[config.mk]
export PLATFORM = sky130hd
export DESIGN_NAME = vga_mem_reader
export DESIGN_NICKNAME = d
export VERILOG_FILES = /design/src/rtl/vga_mem_reader.sv
export SDC_FILE = /design/constraint.sdc
export NUM_CORES = 1
export LEC_CHECK = 0
export ABC_AREA = 0
export CAP_MARGIN = 10
export CORE_AREA = 2 2 94 96
export DETAILED_ROUTE_END_ITERATION = 10
export DIE_AREA = 0 0 96 98
export PLACE_DENSITY = 0.68
export SETUP_SLACK_MARGIN = 0.15
export SKIP_LAST_GASP = 1
export SLEW_MARGIN = 15
export SYNTH_ARGS = -nofsm -noshare
export SYNTH_HDL_FRONTEND = slang
export SYNTH_SLANG_ARGS = --single-unit
[constraint.sdc]
create_clock -name clk -period 2.5 [get_ports clk]
set_clock_uncertainty 0.1 [all_clocks]
set_input_delay 0.5 -clock clk [delete_from_list [all_inputs] [get_ports clk]]
set_output_delay 0.5 -clock clk [all_outputs]
set_load 0.05 [all_outputs]
[src/rtl/vga_mem_reader.sv]
// vga_mem_reader
//   Read-side master for the data memory's VGA port. Generates VGA timing
//   (640x480@60 with default parameters) from clk, maps the visible area onto
//   a GRID_COLS x GRID_ROWS grid of cells (one 32-bit word per cell), drives
//   addr_vga, and registers RGB888 plus syncs from the combinational data_vga.
//
// Ports
//   clk          in   1   system clock
//   rst          in   1   synchronous active-high reset
//   addr_vga     out  32  byte address to data memory read port
//   data_vga     in   32  word returned combinationally for addr_vga
//   vga_hsync    out  1   horizontal sync, active low
//   vga_vsync    out  1   vertical sync, active low
//   vga_r/g/b    out  8   colour channels
//   vga_blank_n  out  1   1 = pixel in visible area
//   pixel_tick   out  1   1-clk strobe per pixel period
//   frame_start  out  1   1-clk pulse when pixel (0,0) is on the outputs
module vga_mem_reader #(
   parameter int          CLK_DIV    = 2,
   parameter int          H_ACTIVE   = 640,
   parameter int          H_FP       = 16,
   parameter int          H_SYNC     = 96,
   parameter int          H_BP       = 48,
   parameter int          V_ACTIVE   = 480,
   parameter int          V_FP       = 10,
   parameter int          V_SYNC     = 2,
   parameter int          V_BP       = 33,
   parameter int          GRID_COLS  = 8,
   parameter int          GRID_ROWS  = 8,
   parameter int          CELL_W     = 80,
   parameter int          CELL_H     = 60,
   parameter logic [31:0] BASE_ADDR  = 32'h0,
   parameter bit          GRID_LINES = 1'b1
) (
   input  logic        clk,
   input  logic        rst,
   output logic [31:0] addr_vga,
   input  logic [31:0] data_vga,
   output logic        vga_hsync,
   output logic        vga_vsync,
   output logic [7:0]  vga_r,
   output logic [7:0]  vga_g,
   output logic [7:0]  vga_b,
   output logic        vga_blank_n,
   output logic        pixel_tick,
   output logic        frame_start
);

   localparam int H_TOTAL = H_ACTIVE + H_FP + H_SYNC + H_BP;
   localparam int V_TOTAL = V_ACTIVE + V_FP + V_SYNC + V_BP;

   // One spare bit of headroom so the sync-end compare value always fits.
   localparam int HW  = $clog2(H_TOTAL + 1);
   localparam int VW  = $clog2(V_TOTAL + 1);
   localparam int DW  = (CLK_DIV   > 1) ? $clog2(CLK_DIV)   : 1;
   localparam int SXW = (CELL_W    > 1) ? $clog2(CELL_W)    : 1;
   localparam int SYW = (CELL_H    > 1) ? $clog2(CELL_H)    : 1;
   localparam int CXW = (GRID_COLS > 1) ? $clog2(GRID_COLS) : 1;
   localparam int CYW = (GRID_ROWS > 1) ? $clog2(GRID_ROWS) : 1;

   localparam logic [DW-1:0]  DIV_LAST = DW'(CLK_DIV - 1);
   localparam logic [HW-1:0]  H_LAST   = HW'(H_TOTAL - 1);
   localparam logic [HW-1:0]  H_ACT    = HW'(H_ACTIVE);
   localparam logic [HW-1:0]  HS_START = HW'(H_ACTIVE + H_FP);
   localparam logic [HW-1:0]  HS_END   = HW'(H_ACTIVE + H_FP + H_SYNC);
   localparam logic [VW-1:0]  V_LAST   = VW'(V_TOTAL - 1);
   localparam logic [VW-1:0]  V_ACT    = VW'(V_ACTIVE);
   localparam logic [VW-1:0]  VS_START = VW'(V_ACTIVE + V_FP);
   localparam logic [VW-1:0]  VS_END   = VW'(V_ACTIVE + V_FP + V_SYNC);
   localparam logic [SXW-1:0] SX_LAST  = SXW'(CELL_W - 1);
   localparam logic [SYW-1:0] SY_LAST  = SYW'(CELL_H - 1);
   localparam logic [CXW-1:0] CX_LAST  = CXW'(GRID_COLS - 1);
   localparam logic [CYW-1:0] CY_LAST  = CYW'(GRID_ROWS - 1);

   logic [DW-1:0]  div_cnt_q,    div_cnt_d;
   logic           pixel_tick_q, pixel_tick_d;
   logic [HW-1:0]  h_cnt_q,      h_cnt_d;
   logic [VW-1:0]  v_cnt_q,      v_cnt_d;
   logic [SXW-1:0] sub_x_q,      sub_x_d;
   logic [SYW-1:0] sub_y_q,      sub_y_d;
   logic [CXW-1:0] cell_x_q,     cell_x_d;
   logic [CYW-1:0] cell_y_q,     cell_y_d;
   logic           hsync_q,      hsync_d;
   logic           vsync_q,      vsync_d;
   logic           blank_n_q,    blank_n_d;
   logic [7:0]     r_q,          r_d;
   logic [7:0]     g_q,          g_d;
   logic [7:0]     b_q,          b_d;
   logic           frame_start_q, frame_start_d;

   logic           active;
   logic [31:0]    cell_idx;
   logic           unused_data;

   // Top byte of each cell word carries no colour.
   assign unused_data = ^data_vga[31:24];

   // Stage 0: address straight from the counters.
   always_comb begin
      active   = (h_cnt_q < H_ACT) && (v_cnt_q < V_ACT);
      cell_idx = 32'(cell_y_q) * 32'(GRID_COLS) + 32'(cell_x_q);
      addr_vga = active ? (BASE_ADDR + (cell_idx << 2)) : BASE_ADDR;
   end

   always_comb begin
      div_cnt_d     = (div_cnt_q == DIV_LAST) ? '0 : div_cnt_q + DW'(1);
      // Registered strobe: high during the cycle in which div_cnt_q is last.
      pixel_tick_d  = (div_cnt_d == DIV_LAST);
      h_cnt_d       = h_cnt_q;
      v_cnt_d       = v_cnt_q;
      sub_x_d       = sub_x_q;
      sub_y_d       = sub_y_q;
      cell_x_d      = cell_x_q;
      cell_y_d      = cell_y_q;
      hsync_d       = hsync_q;
      vsync_d       = vsync_q;
      blank_n_d     = blank_n_q;
      r_d           = r_q;
      g_d           = g_q;
      b_d           = b_q;
      frame_start_d = 1'b0;

      if (pixel_tick_q) begin
         // Stage 1: everything sampled from the same counter values, so
         // syncs and colour leave together one tick after the address.
         blank_n_d     = active;
         hsync_d       = !((h_cnt_q >= HS_START) && (h_cnt_q < HS_END));
         vsync_d       = !((v_cnt_q >= VS_START) && (v_cnt_q < VS_END));
         frame_start_d = (h_cnt_q == '0) && (v_cnt_q == '0);
         if (!active) begin
            {r_d, g_d, b_d} = 24'h000000;
         end else if (GRID_LINES && ((sub_x_q == '0) || (sub_y_q == '0))) begin
            {r_d, g_d, b_d} = 24'h404040;
         end else begin
            {r_d, g_d, b_d} = data_vga[23:0];
         end

         // Cell counters saturate at the last column/row; past the visible
         // area their value is never used, so they simply park there.
         if (h_cnt_q == H_LAST) begin
            h_cnt_d  = '0;
            sub_x_d  = '0;
            cell_x_d = '0;
            if (v_cnt_q == V_LAST) begin
               v_cnt_d  = '0;
               sub_y_d  = '0;
               cell_y_d = '0;
            end else begin
               v_cnt_d = v_cnt_q + VW'(1);
               if (sub_y_q == SY_LAST) begin
                  sub_y_d = '0;
                  if (cell_y_q != CY_LAST) cell_y_d = cell_y_q + CYW'(1);
               end else begin
                  sub_y_d = sub_y_q + SYW'(1);
               end
            end
         end else begin
            h_cnt_d = h_cnt_q + HW'(1);
            if (sub_x_q == SX_LAST) begin
               sub_x_d = '0;
               if (cell_x_q != CX_LAST) cell_x_d = cell_x_q + CXW'(1);
            end else begin
               sub_x_d = sub_x_q + SXW'(1);
            end
         end
      end
   end

   always_ff @(posedge clk) begin
      if (rst) begin
         div_cnt_q     <= '0;
         pixel_tick_q  <= 1'b0;
         h_cnt_q       <= '0;
         v_cnt_q       <= '0;
         sub_x_q       <= '0;
         sub_y_q       <= '0;
         cell_x_q      <= '0;
         cell_y_q      <= '0;
         hsync_q       <= 1'b1;
         vsync_q       <= 1'b1;
         blank_n_q     <= 1'b0;
         r_q           <= '0;
         g_q           <= '0;
         b_q           <= '0;
         frame_start_q <= 1'b0;
      end else begin
         div_cnt_q     <= div_cnt_d;
         pixel_tick_q  <= pixel_tick_d;
         h_cnt_q       <= h_cnt_d;
         v_cnt_q       <= v_cnt_d;
         sub_x_q       <= sub_x_d;
         sub_y_q       <= sub_y_d;
         cell_x_q      <= cell_x_d;
         cell_y_q      <= cell_y_d;
         hsync_q       <= hsync_d;
         vsync_q       <= vsync_d;
         blank_n_q     <= blank_n_d;
         r_q           <= r_d;
         g_q           <= g_d;
         b_q           <= b_d;
         frame_start_q <= frame_start_d;
      end
   end

   assign vga_hsync   = hsync_q;
   assign vga_vsync   = vsync_q;
   assign vga_r       = r_q;
   assign vga_g       = g_q;
   assign vga_b       = b_q;
   assign vga_blank_n = blank_n_q;
   assign pixel_tick  = pixel_tick_q;
   assign frame_start = frame_start_q;

endmodule

* Word-level counts from Yosys, hierarchy flattened *
Cells that the tools add are included.

cells by class
  mux-type cells = 19
  magnitude comparators = 6
  $add $sub $neg = 8
  equal/unequal tests = 6
  reductions and logical operators = 20
  bitwise operators = 1

operator list
  cell                                                         count
  2-to-1 mux 8 bit                                             6
  adder 10 x 1 -> 10 bit, second input constant                2
  == test 10 bit, second input constant                        2
  logical NOT 10 bit                                           2
  less-than comparator 10 bit, second input constant           2
  less-than comparator 10 x 9 -> 1 bit, second input constant  2
  2-to-1 mux 10 bit                                            2
  2-to-1 mux 3 bit                                             6
  2-to-1 mux 7 bit                                             2
  2-to-1 mux 6 bit                                             2
  >= comparator 10 bit, second input constant                  1
  >= comparator 10 x 9 -> 1 bit, second input constant         1
  2-to-1 mux 9 bit                                             1
  nonzero test 2 bit                                           4
  adder 6 x 3 -> 7 bit                                         1
  adder 7 x 1 -> 7 bit, second input constant                  1
  == test 7 bit, second input constant                         1
  logical NOT 7 bit                                            1
  adder 3 x 1 -> 3 bit, second input constant                  2
  adder 6 x 1 -> 6 bit, second input constant                  1
  == test 6 bit, second input constant                         1
  logical NOT 6 bit                                            1
  != test 3 bit, second input constant                         2
  logical AND 1 bit                                            4
  8 further kinds                                              10

word-level totals
  bits of input ports = 34
  output and inout bits = 61
  flip-flop bits (word level) = 68
  word-level logic and storage cells = 74

* Longest topological paths before layout *
  depth after elaboration = 4
  depth in mapped cells = 7
  mapped depth without buffers = 6

* Worst setup path after synthesis *
OpenSTA, ideal clock, no wires.

  path type = register to output
  from = register v_cnt_q[7]
  to = output port addr_vga[5]
  path buffers = 0
  data required time = 1.900 ns
  slack = -0.192 ns
  stages on the path, launching flop included = 3
  arrival time = 2.092 ns
  cell sequence = dfxtp_1 and4_1 nor4_1

on the way
  word-level cells in the longest chain between the ends = 3

RTL lines
  element                               RTL line  text
  from (decl)                           78        logic [VW-1:0] v_cnt_q, v_cnt_d;
  from (signal assigned)                190       v_cnt_q <= v_cnt_d;
  less-than comparator 10 x 9 -> 1 bit  100       active = (h_cnt_q < H_ACT) && (v_cnt_q < V_ACT);
  logical AND 1 bit                     100
  2-to-1 mux 9 bit                      102       addr_vga = active ? (BASE_ADDR + (cell_idx << 2)) : BASE_ADDR;
  to (decl)                             37        output logic [31:0] addr_vga,

Every way passes these cells.

* Final worst setup path *
  from = register v_cnt_q[5]
  to = output port addr_vga[4]

The elaborated chain is that of the path after synthesis.

==> metrics.md <==
| Metric | Value |
|---|---|
| Filler cells | 825 |
| H-tree depth | 3 |
| Critical Path Max Stage Delay | 0.44 ns |
| Ports | 95 |
| Commonest cells after routing, fill and taps aside | 67 x dfxtp_1, 53 x clkdlybuf4s50_1, 26 x conb_1 |
| Worst vdd ir | 0.349 mV |
| Req. time, crit path | 1.90 ns |
| CP Depth | 5 |
| Via density per instance | 5.14 |
| Leakage Power | 0.00159 µW |
| Final period util | about nine tenths |
| Share of layout cells above drive strength 1 | 10.4% |
| CTS Root Cell | clkbuf_8 |
| First-pass GRT wire length | 12.1 mm |
| Worst EP arrival | 1.64 ns |
| DR DRC count | 0 |
| Detailed Route Iter0 Violations | roughly 130 |
| Cells after synthesis | 367 |
| Seq/Total Area, Yosys | 41.2% |
| Max Cap Viol | 0 |
| Worst skew pair latency | ~0.34 ns |
| Setup violators final | 0 |
| WP buf/inv | 2 |
| CTS tree | yes |
| Power density cells | 544 mW/mm² |
| CTS Buf Count | 9 |
| Final Hold Viols | 0 |
| Placed Cells | 525 |
| Synth unique cells | 49 |
| Total Nets Final | 475 |
| Fin crit period | 2.24 ns |
| Mapped Area | around 0.0033 mm² |
| Worst Setup End Kind | primary output |
| Synth async-reset ratio | 0% |
| Die H | 98 µm |
| Layout area overhead | 25.7% |
| CP startpoint kind | register |
| Clk sink count | 68 |
| Slew Viols, Final | 0 |
| Crit-path cells | and4_4 -> nor3_4 -> buf_4 -> and2_1 -> buf_12 |
| Gr usage total | approximately 16% |
| Synth Flop Type | dfxtp_1 |
| Overflow after GRT | 0 |
| Diode count | 0 |
| Routed Antenna Nets | 0 |
| RSZ-0062 raised after global routing | no |
| Core Region | 0.00847 mm² |
| GPL Wtd Cong | 0.817 |
| Initial core utilization | approximately two fifths |
| Total number of vias | 2787 |
| Final core area utilization | 49.1% |
| Number of I/O port buffers | 60 |
| Hold Path Class | register to register |
| First-pass iteration count of the detailed router | 4 |
| DIE AREA | 0.00941 mm² |
| Synth Warn # | 0 |
| CTS Buffer Depth | 2 |
| Clock transition at the registers of the reported paths | 0.07 ns |
| Commonest non-fill, non-tap cell in the layout | dfxtp_1 |
| Crit path max fanout | 8 |
| Worst path top cell family by delay | simple AND/OR/NAND/NOR gates |
| Die X | 96 µm |
| Finished Layout Cells | 542 |
| Synthesized flop and latch total | 68 |
| Row cnt | 34 |
| Worst-Margin Slew | 0.519 ns |
| Rel. slew slack | 65.3% |
| Routed wire per std cell | around 13 µm |
| Vias in the first global route | 2600 |
| Critical path class | register to primary output |
| Number of synthesized flops with an enable pin | 0 |
| Critical path's slowest cell | dfxtp_1 |
| Syn Area/Cell | 9.01 µm² |
| Drt total wl | 7.24 mm |
| Largest net degree at the start of global routing | 26 |
| Outcome | finished, final reports clean |
| Hold depth | 2 |
| DP Wirelength | 5.23 mm |
| Worst R2R Path Depth | 5 |
| Fmax | 447 MHz |
| Antenna violations before repair | 0 |
==> per-stage QoR <==
step           total power [µW]  hold WS, ns  area (µm²)  setup TNS [ns]  setup slack (ns)
2_1_floorplan              1320        0.356        3400          -0.577            -0.192
3_3_place_gp               1370        0.353        3940               0             0.357
3_5_place_dp               1370        0.360        3940               0             0.340
4_1_cts                    2300        0.372        4140               0             0.154
5_1_grt                    2350        0.398        4160               0             0.173
6_report                   2260        0.370        4160               0             0.260
==> cell families after synthesis <==
kind of cell	share of synthesized area, %
buf+inv	10.6
simple gates	23.1
xor+xnor	2.91
mux	0.341
flops	41.2
fa+ha+maj	4.54
other cells	0.113
compound gates	17.3
==> cell type report <==
class | count | area, µm² | share of cell area [%]
Timing Repair Buffer | 70 | 696 | 16.7
Sequential cell | 68 | 1360 | 32.8
Multi-Input combinational cell | 263 | 1700 | 40.8
Clock buffer | 12 | 155 | 3.73
Clock inverter | 4 | 47.5 | 1.14
Tap cell | 108 | 135 | 3.25
Inverter | 17 | 63.8 | 1.54
==> worst register-to-register path: cells and delay by family (launching register included) <==
| kind | cells | cell delay, ns |
|---|---|---|
| DFF | 1 | 0.38 |
| and+or+nand+nor | 3 | 1.14 |
| AOI/OAI and AO/OA | 1 | 0.15 |
| adders and majority gates | 1 | 0.20 |
==> Yosys cell counts (6+ instances only) <==
| cell type | instances | share of area, % |
|---|---|---|
| dfxtp_1 | 68 | 41 |
| buf_4 | 26 | 5.9 |
| nand2_1 | 25 | 2.8 |
| nand3_1 | 22 | 3.3 |
| a22o_1 | 21 | 5.6 |
| a21oi_1 | 18 | 2.7 |
| o21ai_0 | 18 | 2.7 |
| inv_1 | 17 | 1.9 |
| nor2_1 | 17 | 1.9 |
| ha_1 | 12 | 4.5 |
| nand4_1 | 9 | 1.7 |
| a31oi_1 | 8 | 1.5 |
| xor2_1 | 8 | 2.1 |
| and3_1 | 7 | 1.3 |
| clkbuf_1 | 7 | 0.79 |
| or3_1 | 7 | 1.3 |
| and4_1 | 6 | 1.6 |
| nand2b_1 | 6 | 1.1 |
| nor4_1 | 6 | 1.1 |
==> worst paths after layout <==
kind / startpoint / endpoint / slack (ns)
worst max-delay path: v_cnt_q[5]$_SDFFE_PP0P_ / addr_vga[4] / 0.26
worst min-delay path: vga_blank_n$_SDFFE_PP0P_ / vga_blank_n$_SDFFE_PP0P_ / 0.37
worst max register to register: h_cnt_q[0]$_SDFFE_PP0P_ / v_cnt_q[7]$_SDFFE_PP0P_ / 0.47
worst min register to register: vga_blank_n$_SDFFE_PP0P_ / vga_blank_n$_SDFFE_PP0P_ / 0.37
==> registers in the layout, summed over array words and instances, names as in the netlist, 3 cells and up <==
name	flops
sub_x_q	7
vga_g	8
h_cnt_q	10
cell_y_q	3
vga_r	8
sub_y_q	6
vga_b	8
cell_x_q	3
v_cnt_q	10
==> what timing repair did <==
action                                  4_1_cts  5_1_grt
resized for setup                             0        5
endpoints found under the setup margin        0        3
setup buffers                                 0        1
hold buffers                                  0        0
hold endpoints to repair                      0        0
==> power by group <==
| group | leakage [µW] | switching (µW) | total [µW] | internal, µW |
|---|---|---|---|---|
| Sequential | 0.000550 | 12.1 | 1110 | 1100 |
| Combinational | 0.000937 | 167 | 238 | 71.1 |
| Clock | 0.000102 | 404 | 916 | 512 |
| Total | 0.00159 | 583 | 2260 | 1680 |
==> layer usage <==
metal	vias up	routed length, µm	global-route usage (%)
li1	1403	-	-
met1	1288	3380	20.5
met2	88	3210	24.6
met3	8	562	7.25
met4	0	75	3.74
met5	-	0	0
(Power assumes the default switching activity.)
